## src/rtl/rx_block_sync.sv

```systemverilog
// rx_block_sync: 66-bit block-lock stage for the 10G receive path.
// Checks each sync header, requests single-bit slips from the gearbox until
// alignment holds, and forwards aligned blocks only while lock is held.
module rx_block_sync #(
  parameter int LOCK_CNT    = 64,
  parameter int INVALID_MAX = 16,
  parameter int SLIP_WAIT   = 4
) (
  input  logic        rx_clk,
  input  logic        rx_rst,
  input  logic [1:0]  in_pcs_header,
  input  logic [63:0] in_pcs_data,
  input  logic        in_pcs_valid,
  output logic        out_slip,
  output logic        out_block_lock,
  output logic [1:0]  out_pcs_header,
  output logic [63:0] out_pcs_data,
  output logic        out_pcs_valid,
  output logic [15:0] out_slip_count
);

  localparam int WAIT_W = (SLIP_WAIT < 2) ? 1 : $clog2(SLIP_WAIT + 1);
  localparam logic [6:0]        LOCK_CNT_V    = 7'(LOCK_CNT);
  localparam logic [4:0]        INVALID_MAX_V = 5'(INVALID_MAX);
  localparam logic [WAIT_W-1:0] WAIT_LOAD     = WAIT_W'(SLIP_WAIT);

  typedef enum logic [1:0] {
    LOCK_INIT = 2'd0,
    TEST      = 2'd1,
    SLIP_WAIT_ST = 2'd2
  } state_t;

  state_t             state_q, state_d;
  logic [6:0]         sh_cnt_q, sh_cnt_d;
  logic [4:0]         sh_invalid_cnt_q, sh_invalid_cnt_d;
  logic [WAIT_W-1:0]  wait_cnt_q, wait_cnt_d;
  logic               lock_q, lock_d;
  logic               slip_q, slip_d;
  logic [15:0]        slip_count_q, slip_count_d;
  logic [1:0]         pcs_header_q, pcs_header_d;
  logic [63:0]        pcs_data_q, pcs_data_d;
  logic               pcs_valid_q, pcs_valid_d;

  logic               hdr_bad;
  logic [6:0]         sh_cnt_inc;
  logic [4:0]         sh_invalid_inc;

  // Slip counter saturates rather than wrapping.
  function automatic logic [15:0] sat_inc16(input logic [15:0] v);
    return (v == 16'hFFFF) ? v : v + 16'd1;
  endfunction

  // Only 2'b01 and 2'b10 are legal sync headers.
  assign hdr_bad = ~(in_pcs_header[1] ^ in_pcs_header[0]);

  // Next-state: lock FSM, window counters and one-cycle datapath register.
  always_comb begin
    state_d          = state_q;
    sh_cnt_d         = sh_cnt_q;
    sh_invalid_cnt_d = sh_invalid_cnt_q;
    wait_cnt_d       = wait_cnt_q;
    lock_d           = lock_q;
    slip_d           = 1'b0;
    slip_count_d     = slip_count_q;
    pcs_header_d     = in_pcs_header;
    pcs_data_d       = in_pcs_data;
    // Forward using the lock value before this edge's update.
    pcs_valid_d      = in_pcs_valid & lock_q;
    sh_cnt_inc       = sh_cnt_q + 7'd1;
    sh_invalid_inc   = sh_invalid_cnt_q + {4'd0, hdr_bad};

    case (state_q)
      LOCK_INIT: begin
        lock_d           = 1'b0;
        sh_cnt_d         = '0;
        sh_invalid_cnt_d = '0;
        wait_cnt_d       = '0;
        state_d          = TEST;
      end
      TEST: begin
        if (in_pcs_valid) begin
          sh_cnt_d         = sh_cnt_inc;
          sh_invalid_cnt_d = sh_invalid_inc;
          // Slip takes precedence over a window that completes on this beat.
          if (hdr_bad && ((sh_invalid_inc == INVALID_MAX_V) || !lock_q)) begin
            lock_d           = 1'b0;
            slip_d           = 1'b1;
            slip_count_d     = sat_inc16(slip_count_q);
            sh_cnt_d         = '0;
            sh_invalid_cnt_d = '0;
            wait_cnt_d       = WAIT_LOAD;
            state_d          = SLIP_WAIT_ST;
          end else if (sh_cnt_inc == LOCK_CNT_V) begin
            if (sh_invalid_inc == 5'd0) lock_d = 1'b1;
            sh_cnt_d         = '0;
            sh_invalid_cnt_d = '0;
          end
        end
      end
      SLIP_WAIT_ST: begin
        // Give the gearbox time to realign; these beats are not evaluated.
        if (in_pcs_valid) begin
          wait_cnt_d = wait_cnt_q - 1'b1;
          if (wait_cnt_d == '0) state_d = TEST;
        end
      end
      default: begin
        state_d = LOCK_INIT;
      end
    endcase
  end

  // State and output registers; reset aborts everything immediately.
  always_ff @(posedge rx_clk or negedge rx_rst) begin
    if (!rx_rst) begin
      state_q          <= LOCK_INIT;
      sh_cnt_q         <= '0;
      sh_invalid_cnt_q <= '0;
      wait_cnt_q       <= '0;
      lock_q           <= 1'b0;
      slip_q           <= 1'b0;
      slip_count_q     <= '0;
      pcs_header_q     <= '0;
      pcs_data_q       <= '0;
      pcs_valid_q      <= 1'b0;
    end else begin
      state_q          <= state_d;
      sh_cnt_q         <= sh_cnt_d;
      sh_invalid_cnt_q <= sh_invalid_cnt_d;
      wait_cnt_q       <= wait_cnt_d;
      lock_q           <= lock_d;
      slip_q           <= slip_d;
      slip_count_q     <= slip_count_d;
      pcs_header_q     <= pcs_header_d;
      pcs_data_q       <= pcs_data_d;
      pcs_valid_q      <= pcs_valid_d;
    end
  end

  assign out_slip       = slip_q;
  assign out_block_lock = lock_q;
  assign out_pcs_header = pcs_header_q;
  assign out_pcs_data   = pcs_data_q;
  assign out_pcs_valid  = pcs_valid_q;
  assign out_slip_count = slip_count_q;

endmodule

```

## config.mk

```make
export PLATFORM = sky130hd
export DESIGN_NAME = rx_block_sync
export DESIGN_NICKNAME = d
export VERILOG_FILES = /design/src/rtl/rx_block_sync.sv
export SDC_FILE = /design/constraint.sdc
export NUM_CORES = 1
export LEC_CHECK = 0
export CORE_MARGIN = 4
export CORE_UTILIZATION = 46
export CTS_CLUSTER_DIAMETER = 100
export DETAILED_ROUTE_END_ITERATION = 7
export PLACE_DENSITY = 0.85
export SKIP_LAST_GASP = 1
export SLEW_MARGIN = 20
export SYNTH_ARGS = -nofsm -noshare
export SYNTH_HDL_FRONTEND = slang
export SYNTH_SLANG_ARGS = --single-unit
```

## constraint.sdc

```tcl
create_clock -name rx_clk -period 4.05 [get_ports rx_clk]
set_input_delay 0.405 -clock rx_clk [delete_from_list [all_inputs] [get_ports rx_clk]]
set_output_delay 0.405 -clock rx_clk [all_outputs]
set_load 0.005 [all_outputs]
```

Yosys cells after proc, flatten, opt, wreduce, memory -nomap -nowiden
Cells that the tools add are included.
{ "totals": {"register_bits": 102, "input_bits": 69, "out_inout_bits": 85, "wordCells": 67} }
{ "classes": {"n_addsub": 4, "eq_ne": 11, "n_mux": 25, "n_bitwise": 4, "reduce_logical": 13} }
{ "ops": {"columns": ["cell", "count"], "rows": [
  ["7-bit 2-to-1 mux", 3],
  ["16-bit by 1-bit adder with 16-bit output, second input constant", 1],
  ["16-bit == test, second input constant", 1],
  ["4-bit AND reduction", 4],
  ["5-bit 2-to-1 mux", 3],
  ["7-bit case mux with 2 select lines", 1],
  ["5-bit case mux with 2 select lines", 1],
  ["3-bit 2-to-1 mux", 3],
  ["3-bit case mux with 3 select lines", 1],
  ["2-bit 2-to-1 mux", 4],
  ["2-bit inequality test, second input constant", 4],
  ["7-bit by 1-bit adder with 7-bit output, second input constant", 1],
  ["7-bit == test, second input constant", 1],
  ["1-bit 2-to-1 mux", 7],
  ["3-bit inequality test, second input constant", 2],
  ["2-bit case mux with 3 select lines", 1],
  ["5-bit by 1-bit adder with 5-bit output", 1],
  ["5-bit == test, second input constant", 1],
  ["5-bit logical NOT", 1],
  ["3-bit logical NOT", 1],
  ["3-bit nonzero test", 1],
  ["3-bit by 1-bit subtractor with 3-bit output, second input constant", 1],
  ["2-bit by 1-bit == test with 1-bit output, second input constant", 1],
  ["2-bit == test, second input constant", 1],
  ["other kinds (10)", 11]
]} }

Longest topological paths before layout
{ "depth": {"depth_word": 9, "ltp_mapped": 9, "ltp_nobuf": 8} }

Worst setup path before layout
OpenSTA, ideal clock, no wires.
{ "synth_timing": {"path_kind": "input -> register", "startpoint": "in in_pcs_header[0]", "endpoint": "reg wait_cnt_q[0]", "setup_ns": 0.125, "t_arrival_ns": 2.343, "required_ns": 3.925, "path_slack_ns": 1.583, "stages": 8, "path_buffers": 0, "cell_sequence": "xnor2_1 -> ha_1 -> ha_1 -> nand3_1 -> o21ai_1 -> o221ai_4 -> a21oi_2 -> mux2_2"} }
{ "synth_via": {"elab_chain_cells": 8} }
{ "synth_rtl": {"columns": ["element", "line", "text"], "rows": [
  ["start: declaration", "11", "input logic [1:0] in_pcs_header,"],
  ["1-bit bitwise XOR *", "54", "assign hdr_bad = ~(in_pcs_header[1] ^ in_pcs_header[0]);"],
  ["1-bit inverter *", "54", null],
  ["5-bit by 1-bit adder with 5-bit output", "70", "sh_invalid_inc = sh_invalid_cnt_q + {4'd0, hdr_bad};"],
  ["5-bit == test", "85", "if (hdr_bad && ((sh_invalid_inc == INVALID_MAX_V) || !lock_q)) begin"],
  ["1-bit logical OR", "85", null],
  ["1-bit logical AND *", "85", null],
  ["2-bit inequality test (no line) *", null, null],
  ["4-bit AND reduction (no line) *", null, null],
  ["end signal: assignment", "130", "wait_cnt_q <= wait_cnt_d;"],
  ["end: declaration", "36", "logic [WAIT_W-1:0] wait_cnt_q, wait_cnt_d;"]
]} }
Mark *: on every way between the ends. The rest lies on a longest branch, timed or not.
A chain may end at the register's enable or synchronous reset.

Worst setup path in the final report
Ends and elaborated chain as after synthesis.

==> results.yml <==
status:
  run_status: "finished, final reports clean"
floorplanning:
  pin_count: 154
  die-area_um2: 9601
  die-width_um: 97.99
  row_count: 32
  core-area_um2: 7807
  die_h_um: 97.99
  start_util_pct: 47.71
timing:
  final-hold-violation-count: 0
  hold_slack_ns: 0.1599
  maxSlewViolCount: 0
  worst_pin_slew_ns: 0.9178
  period_share_pct: 77.88
  rsz0062_at_grt: "false"
  setup_viol: 0
  relSlewSlack_pct: 38.82
  finalClockSkew_ns: 0.006604
  tns_ns: 0
  fmax_mhz: 317.1
  min_period_ns: 3.154
worst_setup_path:
  cpMostUsedCell: "ha_1"
  reg2reg_depth: 7
  crit_cells: 9
  worstReg2RegStart: "sh_invalid_cnt_q[0]"
  worstPathMaxFanout: 16
  r2r-end: "wait_cnt_q[0]"
  worstSetupPathType: "in -> reg"
  cpMaxStageDelayCell: "xnor2_1"
  crit_arrival_ns: 3.39
  crit_chain: "clkdlybuf4s50_1 > xnor2_1 > ha_1 > ha_1 > nand3_1 > o21ai_1 > o221ai_4 > a21oi_2 > mux2_2"
  crit_family: "compound AO/OA/AOI/OAI gates"
  endpoint_kind: "register"
  startpoint: "in_pcs_header[0]"
  critPathMaxStageDelay_ns: 0.50
  critPathCapture: "wait_cnt_q[0]"
  cp.required_ns: 4.29
  cp-start-kind: "input port"
  cp.buffers_inverters: 1
  reg2reg_setup_slack_ns: 1.61
clock_network:
  postCtsSetupRepairBufs: 0
  clkLatencyLatePin_ns: 0.35
  clockRootBuffer: "clkbuf_8"
  cts_buffer_depth: 2
  h-tree-depth: 3
  cts_tree: "done"
  cts.clk_slew.worst_paths_ns: 0.10
  cts-resized-gates: 0
  cts.sinks: 102
  cts_hold_buf: 0
  numCtsBuffers: 9
global_route:
  grt_pass1_wl_mm: 15.99
  grt.total_usage_pct: 21.74
  antenna_found_initial: 0
  grt_overflow_total: 0
  first_global_vias: 2888
  grt_start_max_net_pins: 77
route:
  via_count: 2804
  first_pass_iters: 5
  wire_per_inst_um: 18.96
  drtIter0Drc: 146
  routed_via_density: 5.164
  routed_wl_mm: 10.29
  ant_nets: 0
  drc: 0
synthesis:
  synth_edf_count: 0
  synthSimpleGateAreaFrac_pct: 12.50
  synth-compound-area-share_pct: 6.853
  synth_ff_type: "dfrtp_1"
  netlist_instances: 277
  synth_top_family_by_area: "simple AND/OR/NAND/NOR gates"
  async_flop_share_pct: 100.0
  synth_xor_area_share_pct: 3.997
  syn_area_per_cell_um2: 13.45
  synthTopCellsByArea: "dfrtp_1 69%, ha_1 3.4%, xnor2_1 3.3%"
  synthesis.nets: 356
  synth_cell_types: 42
  synth-adder-area-share_pct: 3.359
  netlist_area_um2: 3725
  yosys_warnings: 0
  synth_seq_cells: 102
  synth_top_area_share_pct: 68.53
  synth_mux_area_share_pct: 2.620
  yosys-top-cells-count: "102 x dfrtp_1, 20 x nand2_1, 15 x nand3_1"
  synth.yosys.seq_area_share_pct: 68.53
  yosys.area.top_type: "dfrtp_1"
  post-synth-top-count-cell: "dfrtp_1"
hold_path:
  hp-class: "in -> async"
pwr:
  peakVddDrop_v: 0.0001989
  pwr_density_cell_nw_per_um2: 443.1
  leakage_uw: 0.002382
place:
  hpwl_mm: 7.807
  gp_congestion: 0.8131
  dp.cells: 527
  portBuffers: 153
  place_area_um2: 5358
finish:
  fin_cells: 543
  drive_above_1_share_pct: 6.576
  area_delta_synth_final_pct: 49.75
  layout.nets: 515
  num_antenna_cells: 0
  nFillCells: 530
  final_area_um2: 5578
job:
  cap_violations: 0
==> through the flow <==
| step | power (uW) | util [%] | setup WS, ns |
|---|---|---|---|
| 6_report | 2471 | 71.44 | 0.8959 |
| 5_1_grt | 2612 | 71.44 | 0.7555 |
| 4_1_cts | 2490 | 71.39 | 0.9353 |
| 3_5_place_dp | 1811 | 68.62 | 0.6710 |
| 3_3_place_gp | 1783 | 68.62 | 0.8425 |
| 2_1_floorplan | 1528 | - | 1.583 |
==> state kept, by name, indices dropped and copies added (netlist names), 2 cells and up <==
signal	count
sh_cnt_q	7
wait_cnt_q	3
out_slip_count	16
out_pcs_header	2
out_pcs_data	64
sh_invalid_cnt_q	5
state_q	2
==> how the worst min path moves through the flow <==
stage | to | depth (start not counted)
floorplan | out_block_lock | 0
global placement | sh_invalid_cnt_q[0] | 2
detailed placement | sh_invalid_cnt_q[0] | 2
CTS | out_pcs_data[24] | 1
global route | out_pcs_data[20] | 1
finish | out_pcs_data[24] | 1
==> worst register-to-register path: cells and delay by family (launching register included) <==
kind                     cells  cell delay, ns
AO/OA/AOI/OAI                3            0.92
adder cells (fa/ha/maj)      2            0.50
flip-flops                   1            0.38
multiplexers                 1            0.36
AND/OR/NAND/NOR              1            0.16
==> where the power goes <==
group | total, uW | leakage, uW | switching, uW | internal, uW
combinational | 635 | 0.00102 | 328 | 308
clock | 673 | 0.000104 | 347 | 326
sequential | 1160 | 0.00126 | 60.1 | 1100
==> cells in the final DEF (no fill, tap or decap), types with 10 or more instances in the layout <==
cell type and count:
clkdlybuf4s50_1 152, ha_1 10, inv_1 13, xnor2_1 14, nand4_1 10, and3_1 12
clkbuf_8 11, dfrtp_1 102, nand2_1 20, nand3_1 15
==> cell type report <==
class,instances,area [um2],share of cell area (%)
flip-flops and latches,102,2552,45.76
repair buffers,154,1536,27.55
multi-input cells,156,1096,19.65
clock buffers,11,151.4,2.714
well taps,102,127.6,2.288
clock inverters,5,65.06,1.166
inverters,13,48.80,0.8748
==> logic make-up after synthesis <==
group | after synthesis
adders and majority gates | 10
DFF | 102
AOI/OAI and AO/OA | 34
buffers and inverters | 19
and+or+nand+nor | 86
muxes | 9
xor gates and xnor gates | 17
==> layer usage <==
metal / wire length, um / GRT usage (%) / vias to the layer above / share of wire [%]
met3: 480 / 4.929 / 14 / 4.7
met2: 6134 / 43.09 / 109 / 60
met5: 0 / 0 / - / 0
met4: 172 / 6.922 / 0 / 1.7
met1: 3505 / 22.17 / 1404 / 34
li1: - / - / 1277 / -
Note: power is estimated with default switching activity, not from simulation.
